$ cat config.mk
export PLATFORM = sky130hd
export DESIGN_NAME = pll_reset_ctrl
export DESIGN_NICKNAME = d
export VERILOG_FILES = /design/src/rtl/pll_rst_pkg.sv /design/src/rtl/sync_2ff.sv /design/src/rtl/pll_reset_ctrl.sv
export SDC_FILE = /design/constraint.sdc
export NUM_CORES = 1
export LEC_CHECK = 0
export CAP_MARGIN = 10
export CORE_MARGIN = 5
export CORE_UTILIZATION = 53
export CTS_BUF_LIST = sky130_fd_sc_hd__clkbuf_8
export CTS_CLUSTER_DIAMETER = 60
export DETAILED_ROUTE_END_ITERATION = 8
export HOLD_SLACK_MARGIN = 0.03
export PLACE_DENSITY = 0.83
export SETUP_SLACK_MARGIN = 0.5
export SLEW_MARGIN = 25
export SYNTH_ARGS = -nofsm -noshare
export SYNTH_HDL_FRONTEND = slang
export SYNTH_SLANG_ARGS = --single-unit
$ cat constraint.sdc
create_clock -name clk -period 1.99 [get_ports clk]
set_input_delay 0.398 -clock clk [delete_from_list [all_inputs] [get_ports clk]]
set_output_delay 0.398 -clock clk [all_outputs]
set_load 0.005 [all_outputs]
$ cat src/rtl/pll_rst_pkg.sv
// pll_rst_pkg: FSM state encoding and default timing constants for pll_reset_ctrl
package pll_rst_pkg;
  typedef enum logic [1:0] {
    RESET_PLL = 2'd0,
    WAIT_LOCK = 2'd1,
    STABLE    = 2'd2,
    RUN       = 2'd3
  } state_t;
  localparam int PLL_RST_CYCLES_DEF = 16;
  localparam int LOCK_TIMEOUT_DEF   = 250000;
  localparam int LOCK_STABLE_DEF    = 2500;
  localparam int CNT_W_DEF          = 18;
endpackage

$ cat src/rtl/sync_2ff.sv
// sync_2ff: two-flop synchroniser for a single asynchronous bit, reset to 0
module sync_2ff (
  input  logic clk,
  input  logic rst,
  input  logic i_d,
  output logic o_q
);
  logic r_meta, r_q;
  always_ff @(posedge clk) begin
    if (rst) {r_q, r_meta} <= 2'b00;
    else     {r_q, r_meta} <= {r_meta, i_d};
  end
  assign o_q = r_q;
endmodule

$ cat src/rtl/pll_reset_ctrl.sv
// pll_reset_ctrl: PLL reset sequencer and lock-qualified system reset release.
// Optional fault_cnt status port enabled by PLL_RESET_CTRL_STATUS_EN.
module pll_reset_ctrl
  import pll_rst_pkg::*;
#(
  parameter int PLL_RST_CYCLES = PLL_RST_CYCLES_DEF,
  parameter int LOCK_TIMEOUT   = LOCK_TIMEOUT_DEF,
  parameter int LOCK_STABLE    = LOCK_STABLE_DEF,
  parameter int CNT_W          = CNT_W_DEF
) (
  input  logic       clk,
  input  logic       rst,
  input  logic       pll_lock,
  output logic       pll_rst,
  output logic       sys_rst,
  output logic       ready,
  output logic [1:0] state
`ifdef PLL_RESET_CTRL_STATUS_EN
  ,
  output logic [7:0] fault_cnt
`endif
);
  state_t           r_state, w_next;
  logic [CNT_W-1:0] r_cnt;
  logic             r_pll_rst, r_sys_rst, r_ready;
  logic             w_lock_s;

  sync_2ff u_sync (
    .clk (clk),
    .rst (rst),
    .i_d (pll_lock),
    .o_q (w_lock_s)
  );

  always_comb begin
    w_next = r_state;
    case (r_state)
      RESET_PLL: w_next = (r_cnt == CNT_W'(PLL_RST_CYCLES - 1)) ? WAIT_LOCK : RESET_PLL;
      WAIT_LOCK: w_next = w_lock_s ? STABLE : (r_cnt == CNT_W'(LOCK_TIMEOUT - 1)) ? RESET_PLL : WAIT_LOCK;
      STABLE:    w_next = !w_lock_s ? WAIT_LOCK : (r_cnt == CNT_W'(LOCK_STABLE - 1)) ? RUN : STABLE;
      RUN:       w_next = w_lock_s ? RUN : RESET_PLL;
      default:   w_next = RESET_PLL;
    endcase
  end

  // Outputs are decoded from the next state so they move on the same edge as state.
  always_ff @(posedge clk) begin
    if (rst) begin
      r_state   <= RESET_PLL;
      r_cnt     <= '0;
      r_pll_rst <= 1'b1;
      r_sys_rst <= 1'b1;
      r_ready   <= 1'b0;
    end else begin
      r_state   <= w_next;
      r_cnt     <= (w_next != r_state) ? '0 : r_cnt + 1'b1;
      r_pll_rst <= (w_next == RESET_PLL);
      r_sys_rst <= (w_next != RUN);
      r_ready   <= (w_next == RUN);
    end
  end

  assign pll_rst = r_pll_rst;
  assign sys_rst = r_sys_rst;
  assign ready   = r_ready;
  assign state   = r_state;

`ifdef PLL_RESET_CTRL_STATUS_EN
  logic [7:0] r_fault_cnt;
  logic       w_fault;
  // Only a WAIT_LOCK timeout or a RUN lock-loss can lead back into RESET_PLL.
  assign w_fault = (r_state == WAIT_LOCK || r_state == RUN) && w_next == RESET_PLL;
  always_ff @(posedge clk) begin
    if (rst)                               r_fault_cnt <= '0;
    else if (w_fault && r_fault_cnt != '1) r_fault_cnt <= r_fault_cnt + 1'b1;
  end
  assign fault_cnt = r_fault_cnt;
`endif
endmodule

==> run summary <==
Outcome: finished with violations
Failing checks: negative setup slack
Antenna diode count: 0
Sequential fraction of the synthesis area: 45.9%
Gpl congestion: 0.812
Final WS setup: -0.0783 ns
Drt wl/cell: 14.1 um
Setup Crit Path Kind: flop to flop
Worst Path Required: 2.16 ns
Worst R2R Path Depth: 7
Power, Total: 0.000856 W
Post-synth cell types: 26
Max Freq: 0.483 GHz
Worst r2r dst: r_cnt[3]
Syn Inst Count: 122
GR Overflow Total: 0
GRT Util Overall: 18.2%
1st-iter DRT viols: 23
Logic gate share of total power: 5.2%
Sw power: 0.000186 W
CTS tree: yes
Die ar.: 3070 um2
Clock slew at reported path FFs: 0.09 ns
Final WL: 2500 um
Hold buffer count at cts: 0
Final period util: 104%
Via density per instance: 5.40
DRC Markers: 0
Detailed Place HPWL: 1760 um
Core area: 1960 um2
Final Hold Vio Count: 0
Multi-input gate area: 617 um2
CP endpoint kind: flop
Top Ports: 8
Unrepaired setup endpoints after global routing: yes
P_leak: 0.548 nW
Clk buf depth: 2
Die width: 55.4 um
Post-route ant nets: 0
Synth-to-layout area growth: 31.7%
Port bufs: 7
Setup Viol. Count Final: 18
Critical Path, Cell by Cell: or4_4, nor4_4, a21oi_2, a21oi_2, mux2i_4, buf_12, nor2_1
Layout cells sized above 1: 22.7%
TritonCTS Buffers: 3
Synthesized Nets: 126
Cell area after synthesis: 1090 um2
Worst r2r src: r_cnt[4]
Clk sinks: 25
Core Rows: 16
Clock Latency Late Sink: 0.28 ns
Hold_ws: 0.471 ns
Fin nets: 155
Slowest CP cell: or4_4
Startpoint types: flop
Vias: 956
Number of global-route vias before repair: 1032
Critical Path AT: 2.24 ns
Die height: 55.4 um
Leading cell types in the layout, fill and taps excluded: 25 x nor2_1, 23 x dfxtp_1, 17 x buf_4, 13 x xnor2_1
Drt first pass iters: 4
Min cycle time layout: 2.07 ns
Most common library cell in the layout ignoring fill and taps: nor2_1
Initial antenna violation count: 0
Internal: 0.000670 W
Most frequent CP cell: a21oi_2
Mapped Avg Cell Area: 8.94 um2
Pwr dens: 596 nW/um2
Main area contributors after synthesis: dfxtp_1 46%, xnor2_1 10%, nor2_1 8.6%
Worst clock skew: 0.0103 ns
Maximum vdd drop: 0.000602 V
Worst Setup EP: r_cnt[3]
Worst reg2reg setup slack: -0.08 ns
Clock power share: 34.9%
Sw Share: 21.7%
Max_slew headroom: 70.3%
H-Tree Depth: 1
Crit path buf inv count: 1
Register area: 505 um2
Crit path launch: r_cnt[4]
Critical path depth: 7
Clock root buffer: clkbuf_8
Global-route wire length before repair: 4420 um
Delay-heaviest family, CP: simple AND/OR/NAND/NOR gates
Worst slew pin tran: 0.441 ns
Initial core utilization: 55.6%
Worst-path maximum fanout: 18
Seq cells post-synth: 25
Max stage delay on crit path: 0.56 ns
Share of the synthesized area in the top cell type: 45.9%
Max Transition Viols Final: 0
Flop pwr share: 59.9%
Number of synthesis warnings: 0
Leading area contributor after synthesis: dfxtp_1
Fill cell count: 152
Worst Hold Class: flop to flop
Hold Path Cell Cnt: 1
Largest net degree at the start of global routing: 19
Total of max-cap violations: 0
what timing repair did:
item                                    CTS  global route
buffers inserted                          2             1
resized for setup                        10             7
endpoints found under the setup margin   24            25
pin swaps                                 0             1
routing by layer:
metal | vias up | part of all wire [%] | GRT usage, %
li1 | 461 | - | -
met1 | 474 | 41 | 17.6
met2 | 12 | 53 | 32.3
met3 | 9 | 2.1 | 4.20
met4 | 0 | 3.6 | 15.3
met5 | - | 0 | 0
power groups by stage:
stage	Combinational (W)	Sequential [W]	Clock (W)
2_1_floorplan	0.0000216	0.000524	0
3_3_place_gp	0.0000395	0.000524	0
3_5_place_dp	0.0000414	0.000525	0
4_1_cts	0.0000442	0.000512	0.000303
5_1_grt	0.0000501	0.000513	0.000327
6_report	0.0000446	0.000512	0.000299
worst reg2reg max path: stages, from the launching register on:
cell and delay, ns:
dfxtp_1 0.32, or4_4 0.56, nor4_4 0.24, a21oi_2 0.09, a21oi_2 0.23, mux2i_4 0.28, buf_12 0.17, nor2_1 0.06
cells by family (layout without fill, tap and decap cells):
logic type	Yosys count	after routing	share of synthesized area [%]
multiplexers	1	1	2.06
AND/OR/NAND/NOR	69	69	31.3
XOR/XNOR	17	17	13.6
adder cells (fa/ha/maj)	1	1	1.15
flip-flops	25	25	45.9
buffers and inverters	4	32	2.06
AO/OA/AOI/OAI	5	5	3.90
sequential cells by signal, summed over array words and instances, names as in the netlist:
register       cells
state              2
r_cnt             18
u_sync.r_meta      1
pll_rst            1
ready              1
u_sync.o_q         1
sys_rst            1
area by class of cell:
cell class | count | area share (%)
multi-input cells | 93 | 42.9
flip-flops and latches | 25 | 35.2
clock buffers | 3 | 2.87
well taps | 27 | 2.35
inverters | 3 | 0.784
clock inverters | 1 | 0.348
repair buffers | 25 | 15.5
per-stage QoR:
| step | TNS [ns] | worst slack [ns] | instances | util, % | instance area, um2 |
|---|---|---|---|---|---|
| detailed placement | -0.829 | -0.0604 | 170 | 66.7 | 1310 |
| global placement | -0.119 | -0.00969 | 170 | 66.7 | 1310 |
| floorplan | -0.975 | -0.0980 | 122 | - | 1090 |
| finish | -1.18 | -0.0783 | 177 | 73.2 | 1440 |
| CTS | -0.725 | -0.0501 | 176 | 71.3 | 1400 |
| global route | -3.25 | -0.190 | 177 | 73.2 | 1440 |
synth_stat cells:
cell type	instances
and3_1	4
nor3b_1	1
inv_1	3
or3_1	1
a21oi_2	1
buf_6	1
nor3_1	7
o21ai_0	1
nor2_1	25
dfxtp_1	25
nor2b_1	8
xnor2_1	13
a21oi_1	1
mux2i_4	1
or4_1	2
ha_1	1
xor2_1	4
o311ai_2	1
or4bb_1	1
nand2b_1	1
nand3_1	6
nor4_1	2
nand4_1	2
a21o_1	1
or2_1	1
nand2_1	8
worst min path at each step:
| stage | start | to | slack [ns] |
|---|---|---|---|
| after CTS | u_sync.r_meta | u_sync.o_q | 0.47 |
| after global routing | u_sync.r_meta | u_sync.o_q | 0.49 |
| after floorplan | u_sync.r_meta | u_sync.o_q | 0.41 |
| after detailed placement | u_sync.r_meta | u_sync.o_q | 0.46 |
| final | u_sync.r_meta | u_sync.o_q | 0.47 |
| after global placement | u_sync.r_meta | u_sync.o_q | 0.42 |
No activity file was read; power rests on OpenSTA's default activity.
